==> config.mk <==
export PLATFORM = sky130hd
export DESIGN_NAME = leddc_serializer
export DESIGN_NICKNAME = d
export VERILOG_FILES = /design/src/rtl/leddc_serializer.sv
export SDC_FILE = /design/constraint.sdc
export NUM_CORES = 1
export LEC_CHECK = 0
export CAP_MARGIN = 30
export CORE_UTILIZATION = 37
export CTS_BUF_LIST = sky130_fd_sc_hd__clkbuf_16
export CTS_CLUSTER_DIAMETER = 30
export DETAILED_ROUTE_END_ITERATION = 7
export HOLD_SLACK_MARGIN = 0.12
export PLACE_DENSITY_LB_ADDON = 0.25
export SYNTH_ARGS = -nofsm -noshare
export SYNTH_HDL_FRONTEND = slang
export SYNTH_SLANG_ARGS = --single-unit
==> constraint.sdc <==
create_clock -name DCK -period 2.7 [get_ports DCK]
set_clock_uncertainty 0.1 [all_clocks]
set_input_delay 0.54 -clock DCK [delete_from_list [all_inputs] [get_ports DCK]]
set_output_delay 0.54 -clock DCK [all_outputs]
set_load 0.05 [all_outputs]
==> src/rtl/leddc_serializer.sv <==
// leddc_serializer
//   Feeder for the LED driver controller's serial load port. 16-bit
//   grayscale words are buffered in a small FIFO, then shifted out
//   LSB-first on DAI with DEN high, one bit per DCK, BURST_WORDS words
//   per burst. After each burst DEN stays low for at least GAP_CYCLES.
//
// Ports
//   DCK       sole clock, posedge
//   rst       asynchronous active-high reset
//   in_data   16-bit word to buffer
//   in_valid  in_data valid; pushed when in_valid && in_ready
//   in_ready  FIFO not full
//   frame_go  one-cycle burst request (honoured only when idle)
//   DAI       serial data, LSB first (registered)
//   DEN       high while DAI carries a valid bit (registered)
//   busy      high from the accepted frame_go until the gap ends
//   done      one-cycle pulse on the cycle DEN falls after the last bit
//   stall_cnt cycles spent in STALL (only with LEDDC_SER_STAT_EN)
//
// Optional feature macro: LEDDC_SER_STAT_EN adds the stall_cnt output.

module leddc_serializer #(
    parameter int FIFO_DEPTH  = 16,
    parameter int BURST_WORDS = 256,
    parameter int GAP_CYCLES  = 4
) (
    input  logic        DCK,
    input  logic        rst,
    input  logic [15:0] in_data,
    input  logic        in_valid,
    output logic        in_ready,
    input  logic        frame_go,
    output logic        DAI,
    output logic        DEN,
    output logic        busy,
    output logic        done
`ifdef LEDDC_SER_STAT_EN
    ,
    output logic [15:0] stall_cnt
`endif
);

    localparam int AW = $clog2(FIFO_DEPTH);
    localparam int CW = $clog2(FIFO_DEPTH + 1);
    localparam int WW = $clog2(BURST_WORDS + 1);
    localparam int GW = $clog2(GAP_CYCLES + 1);

    typedef enum logic [2:0] {IDLE, LOAD, SHIFT, STALL, GAP} state_t;

    state_t state, state_n;

    // ---------------- FIFO ----------------
    logic [15:0]   mem [FIFO_DEPTH];
    logic [AW-1:0] wr_ptr, rd_ptr;
    logic [CW-1:0] count;
    logic          full, empty, push, pop;
    logic [15:0]   rd_data;

    assign full     = (count == CW'(FIFO_DEPTH));
    assign empty    = (count == '0);
    assign in_ready = !full;
    assign push     = in_valid && in_ready;
    assign rd_data  = mem[rd_ptr];

    always_ff @(posedge DCK) begin
        if (push) mem[wr_ptr] <= in_data;
    end

    always_ff @(posedge DCK or posedge rst) begin
        if (rst) begin
            wr_ptr <= '0;
            rd_ptr <= '0;
            count  <= '0;
        end else begin
            if (push) wr_ptr <= wr_ptr + 1'b1;
            if (pop)  rd_ptr <= rd_ptr + 1'b1;
            case ({push, pop})
                2'b10:   count <= count + 1'b1;
                2'b01:   count <= count - 1'b1;
                default: ;
            endcase
        end
    end

    // ---------------- control ----------------
    logic [15:0]   sh;
    logic [3:0]    bit_cnt;
    logic [WW-1:0] word_cnt;
    logic [GW-1:0] gap_cnt;
    logic          go_acc, last_word, gap_end;

    assign last_word = (word_cnt == WW'(BURST_WORDS - 1));
    // GAP_CYCLES DEN-low cycles are counted after the last bit leaves DAI.
    assign gap_end   = (gap_cnt == GW'(GAP_CYCLES));

    always_ff @(posedge DCK or posedge rst) begin
        if (rst) state <= IDLE;
        else     state <= state_n;
    end

    always_comb begin
        state_n = state;
        pop     = 1'b0;
        go_acc  = 1'b0;
        case (state)
            IDLE: if (frame_go) begin
                state_n = LOAD;
                go_acc  = 1'b1;
            end
            LOAD: if (!empty) begin
                pop     = 1'b1;
                state_n = SHIFT;
            end else begin
                state_n = STALL;
            end
            SHIFT: if (bit_cnt == 4'd15) begin
                if (last_word)   state_n = GAP;
                else if (!empty) pop     = 1'b1;  // next word, no DEN gap
                else             state_n = STALL;
            end
            STALL: if (!empty) state_n = LOAD;
            GAP:   if (gap_end) state_n = IDLE;
            default: state_n = IDLE;
        endcase
    end

    always_ff @(posedge DCK or posedge rst) begin
        if (rst) begin
            sh       <= '0;
            bit_cnt  <= '0;
            word_cnt <= '0;
            gap_cnt  <= '0;
            DAI      <= 1'b0;
            DEN      <= 1'b0;
            busy     <= 1'b0;
            done     <= 1'b0;
        end else begin
            DAI  <= 1'b0;
            DEN  <= 1'b0;
            done <= 1'b0;
            if (state == SHIFT) begin
                DAI     <= sh[0];
                DEN     <= 1'b1;
                sh      <= {1'b0, sh[15:1]};
                bit_cnt <= bit_cnt + 1'b1;
                if (bit_cnt == 4'd15)
                    word_cnt <= last_word ? '0 : word_cnt + 1'b1;
            end
            // A pop always starts a fresh word in the shifter.
            if (pop) begin
                sh      <= rd_data;
                bit_cnt <= '0;
            end
            if (state == GAP) begin
                done    <= (gap_cnt == '0);
                gap_cnt <= gap_end ? '0 : gap_cnt + 1'b1;
            end
            if (go_acc)                      busy <= 1'b1;
            else if (state == GAP && gap_end) busy <= 1'b0;
        end
    end

`ifdef LEDDC_SER_STAT_EN
    always_ff @(posedge DCK or posedge rst) begin
        if (rst)
            stall_cnt <= '0;
        else if (go_acc)
            stall_cnt <= '0;
        else if (state == STALL && stall_cnt != 16'hFFFF)
            stall_cnt <= stall_cnt + 1'b1;
    end
`endif

endmodule

==> impl_metrics.csv, run 1 <==
group,metric,value,unit
outcome,status,"finished clean",
clock_network,ctsHoldBuffers,0,
synth,synth_area,12200,um^2
placement,hpwl,14.7,mm
pwr,power.leakage,5.31,nW
synth,yosys.area.top_type,"edfxtp_1",
global_routing,grt_pass1_vias,7028,
critical_path,cpLargestDelayFamily,"simple AND/OR/NAND/NOR gates",
timing,slew-limit-headroom,49.9,%
clock_network,clk_path_buf_depth,3,
critical_path,slowest_stage,"or4_4",
synth,synthTopCellsByCount,"edfxtp_1 (256), mux4_2 (64), dfrtp_1 (52)",
pwr,ir_drop,587,uV
clock_network,clock-root-buffer,"clkbuf_16",
synth,synth.most_common_cell,"edfxtp_1",
pwr,intPower,12.7,mW
pwr,seq_power_share,35.9,%
critical_path,rrSetupSlack,110,ps
floorplanning,start_util,37.6,%
pwr,p_per_area,1150,nW/um^2
synth,async_flop_share,16.9,%
global_routing,grt_use_total,17.5,%
synth,yosys.area.top_type_share,62.8,%
critical_path,r2r-start,"count[0]$_DFFE_PP0P_",
placement,finalWeightedCongestion,0.791,
pwr,p_clk_share,41.4,%
critical_path,cp_num_buf_inv,0,
timing,finalCritPeriodShare,95.8,%
placement,placedCellCount,1118,
timing,fmax,387,MHz
route,wirelength,27.9,mm
floorplanning,top_level_ports,25,
finish,drive_gt1_share,29.5,%
floorplanning,rows,66,
finish,fillCellCount,2713,
critical_path,cp.arrival,2970,ps
critical_path,r2r_end,"count[4]$_DFFE_PP0P_",
clock_network,cts_tree,"built",
global_routing,grt_max_degree,42,
global_routing,antenna_found_initial,0,
timing,setup_slack,113,ps
route,wl_met2,13.5,mm
floorplanning,dieArea,33800,um^2
route,wl_met3,1.50,mm
pwr,swShare,29.1,%
route,dr.pass1.iters,5,
route,drcViolationCount,0,
floorplanning,coreArea,32500,um^2
global_routing,grt_pass1_wl,42.7,mm
timing,setup_viol,0,
critical_path,cp_cell_sequence,"or4_4, nor2_4, a21oi_4, ha_4, xor2_2, ha_2, nand2_1, nor2_1, o21ai_0, a31oi_1, xor2_1",
route,via_count,6585,
critical_path,crit_path_start_kind,"flop",
synth,yosysWarnings,0,
finish,diodes,0,
synth,synth-main-ff-cell,"edfxtp_1",
pwr,pwr-share-comb,22.7,%
placement,dpl_worst_slack,63.7,ps
synth,avgSynthCellArea,18.7,um^2
clock_network,cts_buffers,61,
synth,synth_edf_count,256,
critical_path,cp_slowest_stage_delay,580,ps
finish,instances_no_fill,1238,
floorplanning,die-width,184,um
clock_network,cts_sinks,308,
finish,nets,775,
clock_network,clkTransAtPathRegs,50,ps
synth,synth_nets,687,
synth,netlist_instances,655,
worst_hold_path,hold_path.class,"in -> async",
synth,synth_area_leaders,"edfxtp_1 (63%), mux4_2 (12%), dfrtp_1 (11%), a22oi_1 (1.9%), ha_1 (1.2%)",
critical_path,endpoint_kind,"flop",
critical_path,cp.required,3080,ps
run,maxCapViolations,0,
placement,numPortBuffers,24,
timing,report.final.hold_viol_count,0,
route,drtIter0Drc,508,
floorplanning,die_y,184,um
route,vias_per_cell,5.32,
critical_path,r2r_cells,11,
route,detail_route.wl_per_cell,22.5,um
timing,report.final.slew_viol_count,0,
synth,synth-seq-cells,308,
critical_path,criticalPathCategory,"reg -> reg",
timing,tightest_slew,751,ps
critical_path,critPathMaxFanout,5,
pwr,switchingPower,5.20,mW
synth,yosysSeqAreaShare,73.5,%
route,antenna_left,0,
synth,synth_cell_types,44,
finish,syn_to_final_growth,27.3,%
clock_network,ctsHtreeMaxLevel,2,
clock_network,clock_latency,600,ps
timing,min_period,2590,ps
route,met1_length,12.2,mm
global_routing,grt-ovfl-total,0,
route,highest_layer,"met4",
flip-flops by register name, indices dropped and copies added (netlist names), 3 cells and up:
signal / flops
mem: 256
sh: 16
word_cnt: 9
count: 5
bit_cnt: 4
rd_ptr: 4
wr_ptr: 4
gap_cnt: 3
state: 3
timing repair:
| action | in CTS | in global routing |
|---|---|---|
| setup endpoints to repair | 2 | 3 |
| buffers inserted | 0 | 4 |
| pin swaps | 0 | 4 |
| gates cloned | 0 | 0 |
| resized for setup | 2 | 8 |
through the flow:
step	total power [mW]	utilization, %	instance area (um^2)	TNS, ps	hold slack, ps
after global routing	18.7	47.9	15600	-13.2	217
after CTS	18.0	47.7	15500	0	171
after global placement	10.4	41.3	13400	0	366
after detailed placement	10.5	41.3	13400	0	367
after floorplan	9.14	-	12300	0	345
final	17.9	47.9	15600	0	192
placed cells by master (no fill, tap or decap), drive strengths merged, types with 9 or more instances in the layout:
master	netlist	routed
edfxtp	256	256
mux4	64	64
clkbuf	11	61
dfrtp	52	52
buf	25	37
a22oi	31	31
clkinv	0	28
nand2	26	26
nor2	25	25
clkdlybuf4s50	0	23
inv	8	22
nor2b	19	19
a31oi	17	17
a211oi	15	15
o21ai	15	15
ha	12	12
xnor2	11	11
xor2	9	9
worst max path at each step:
stage / start / to / slack [ps] / depth (start not counted)
2_1_floorplan: count[0]$_DFFE_PP0P_ / count[4]$_DFFE_PP0P_ / 20 / 14
3_3_place_gp: in_valid / count[4]$_DFFE_PP0P_ / 190 / 11
3_5_place_dp: word_cnt[0]$_DFFE_PP0P_ / count[4]$_DFFE_PP0P_ / 60 / 12
4_1_cts: count[0]$_DFFE_PP0P_ / count[4]$_DFFE_PP0P_ / 50 / 11
5_1_grt: word_cnt[1]$_DFFE_PP0P_ / count[4]$_DFFE_PP0P_ / -10 / 12
6_report: count[0]$_DFFE_PP0P_ / count[4]$_DFFE_PP0P_ / 110 / 11
power by group through the flow:
stage | combinational (mW) | sequential (mW) | clock [mW]
global route | 4.40 | 6.49 | 7.78
finish | 4.05 | 6.41 | 7.40
detailed placement | 4.02 | 6.50 | 0
global placement | 3.93 | 6.45 | 0
floorplan | 2.96 | 6.18 | 0
CTS | 4.05 | 6.42 | 7.53
routing by layer:
layer,up-vias,track usage (%)
met2,217,28.3
li1,2855,-
met4,0,6.33
met3,63,3.35
met1,3450,23.4
met5,-,0
cell type report:
class	count	area [um^2]	area share (%)
Sequential cell	308	9000	57.7
Multi-Input combinational cell	303	3160	20.3
Clock inverter	55	553	3.55
Clock buffer	61	1530	9.80
Timing Repair Buffer	61	758	4.87
Inverter	8	30.0	0.193
Tap cell	442	553	3.55
cell families after synthesis:
logic type | share of synthesized area, %
DFF | 73.5
muxes | 12.3
buffers and inverters | 1.72
AOI/OAI and AO/OA | 5.31
xor gates and xnor gates | 1.43
and+or+nand+nor | 4.56
adders and majority gates | 1.23
Power figures use the tool's default switching activity.
==> inputs of run 2 (changes only) <==
Settings changed: GPL_ROUTABILITY_DRIVEN set to 0.
==> results of run 2 <==
The final DEF is identical to that of run 1; final timing and power are the same.
==> inputs of run 3 (changes only) <==
Settings changed: ABC_AREA set to 1, SETUP_SLACK_MARGIN set to 0.5.
==> impl_metrics.csv, run 3 <==
group,metric,value,unit
synth,yosysWarnings,0,
timing,rsz0062_at_grt,"true",
timing,setup_slack,479,ps
finish,nets,1433,
floorplanning,die_y,192,um
critical_path,endpoint,"count[4]$_DFFE_PP0P_",
route,wirelength,34.8,mm
critical_path,critPathMaxFanout,4,
synth,synth-seq-cells,308,
timing,setup_viol,0,
route,detail_route.wl_per_cell,18.1,um
critical_path,cpLargestDelayFamily,"simple AND/OR/NAND/NOR gates",
route,via_count,9377,
synth,yosys.area.top_type_share,57.7,%
finish,fillCellCount,3244,
critical_path,r2r-start,"count[2]$_DFFE_PP0P_",
global_routing,grt_use_total,19.6,%
synth,synth_edf_count,256,
floorplanning,dieArea,36800,um^2
route,drtIter0Drc,755,
timing,tightest_slew,743,ps
clock_network,clock_latency,560,ps
route,dr.pass1.iters,6,
finish,final-seq-area,9000,um^2
timing,finalSetupTns,0,ps
finish,post-route-util,47.9,%
clock_network,cts_buffers,70,
worst_hold_path,hold_path.class,"in -> async",
timing,fmax,450,MHz
critical_path,crit_path_start_kind,"flop",
outcome,status,"finished clean",
timing,report.final.slew_viol_count,0,
route,drcViolationCount,0,
critical_path,cp.required,3040,ps
synth,synth_cell_types,32,
route,vias_per_cell,4.89,
placement,numPortBuffers,24,
critical_path,cpMostUsedCell,"nand2_1",
clock_network,clock-root-buffer,"clkbuf_16",
floorplanning,start_util,37.6,%
finish,largestRegisters,"mem x256, sh x16, word_cnt x9",
placement,hpwl,21.2,mm
critical_path,crit_cells,15,
critical_path,criticalPathCategory,"reg -> reg",
synth,async_flop_share,16.9,%
global_routing,antenna_found_initial,1,
critical_path,rrSetupSlack,480,ps
synth,yosys.area.top_type,"edfxtp_1",
synth,synthTopCellsByCount,"nand2_1 (449), edfxtp_1 (256), nand3_1 (168)",
clock_network,cts_sinks,308,
clock_network,clk_path_buf_depth,3,
timing,min_period,2220,ps
floorplanning,die-width,192,um
timing,report.final.hold_viol_count,0,
synth,synth-main-ff-cell,"edfxtp_1",
synth,synth.most_common_cell,"nand2_1",
pwr,p_per_area,1180,nW/um^2
timing,slew-limit-headroom,50.4,%
global_routing,grt_pass1_vias,8970,
floorplanning,coreArea,35500,um^2
pwr,ir_drop,710,uV
critical_path,cp_cell_sequence,"nor2_4, nand3b_4, nand3_4, nand2_4, ha_4, xor2_2, ha_2, a21oi_2, nor2_2, nand2_1, nand2_1, nand2_1, nand2_1, nand2_1, nand2_1",
synth,avgSynthCellArea,10.3,um^2
finish,design_area,17000,um^2
placement,dpl_worst_slack,265,ps
critical_path,crit_start,"count[2]$_DFFE_PP0P_",
critical_path,r2r_cells,15,
critical_path,cp.arrival,2560,ps
floorplanning,top_level_ports,25,
route,antenna_left,0,
finish,multi_input_comb_area,3820,um^2
finish,layout_common_cells,"nand2_1 (444), edfxtp_1 (256), nand3_1 (167)",
synth,synth_nets,1324,
clock_network,ctsHoldBuffers,0,
critical_path,r2r_end,"count[4]$_DFFE_PP0P_",
placement,placed_area,14500,um^2
finish,largest_reg_flops,256,
synth,yosysSeqAreaShare,67.4,%
pwr,power.leakage,7.16,nW
synth,netlist_instances,1292,
finish,final_common_cell,"nand2_1",
clock_network,clkTransAtPathRegs,50,ps
critical_path,slowest_stage,"dfrtp_2",
global_routing,grt_max_degree,136,
finish,drive_gt1_share,15.7,%
timing,finalCritPeriodShare,82.3,%
finish,diodes,0,
critical_path,cp_slowest_stage_delay,430,ps
finish,top_register,"mem",
finish,syn_to_final_growth,27.6,%
clock_network,ctsHtreeMaxLevel,3,
synth,synth_area,13300,um^2
floorplanning,rows,69,
clock_network,cts_tree,"built",
critical_path,endpoint_kind,"flop",
critical_path,cp_num_buf_inv,0,
synth,synth_area_leaders,"edfxtp_1 (58%), nand2_1 (13%), dfrtp_1 (9.8%), nand3_1 (6.3%), inv_1 (3.7%)",
global_routing,grt_pass1_wl,53.1,mm
run,maxCapViolations,0,
global_routing,grt-ovfl-total,0,
## run 3: how the worst min path moves through the flow
stage	startpoint	end	slack, ps	cells after the start
floorplan	word_cnt[6]$_DFFE_PP0P_	word_cnt[6]$_DFFE_PP0P_	330	1
global placement	word_cnt[6]$_DFFE_PP0P_	word_cnt[6]$_DFFE_PP0P_	350	1
detailed placement	word_cnt[6]$_DFFE_PP0P_	word_cnt[6]$_DFFE_PP0P_	350	1
CTS	rst	word_cnt[5]$_DFFE_PP0P_	190	2
global route	rst	word_cnt[8]$_DFFE_PP0P_	230	2
finish	rst	word_cnt[8]$_DFFE_PP0P_	190	2
## run 3: logic make-up after synthesis
logic type | synth area share, %
xor+xnor | 0.789
compound gates | 1.34
flops | 67.4
simple gates | 23.4
buf+inv | 5.86
fa+ha+maj | 1.13
## run 3: what timing repair did
action	in CTS	in global routing
pin swaps	6	8
endpoints found under the hold margin	0	0
gates resized for setup	11	11
setup endpoints to repair	6	4
setup buffers	13	5
## run 3: routing by layer
metal	track usage, %	share of wire (%)	vias up
li1	-	-	4510
met1	26.5	43	4543
met2	31.6	48	260
met3	3.89	6.0	64
met4	6.59	2.7	0
met5	0	0	-
## run 3: cell type report
class | instances | share of cell area [%]
well taps | 461 | 3.39
clock inverters | 53 | 2.75
inverters | 134 | 2.96
clock buffers | 73 | 10.7
flip-flops and latches | 308 | 52.9
repair buffers | 94 | 4.76
multi-input cells | 793 | 22.5
## run 3: power breakdown
part           internal [mW]  leakage, nW  total [mW]  switching (mW)
Combinational           1.75         3.06        5.79            4.04
Clock                   5.53         1.14        8.13            2.60
Sequential              5.84         2.96        6.14           0.295
Total                   13.1         7.16        20.1            6.94
## run 3: stage by stage
stage,instances,total power [mW],hold slack [ps]
3_3_place_gp,1772,11.8,354
4_1_cts,1911,20.1,193
2_1_floorplan,1292,9.91,333
3_5_place_dp,1772,11.8,352
5_1_grt,1916,21.1,233
6_report,1916,20.1,193
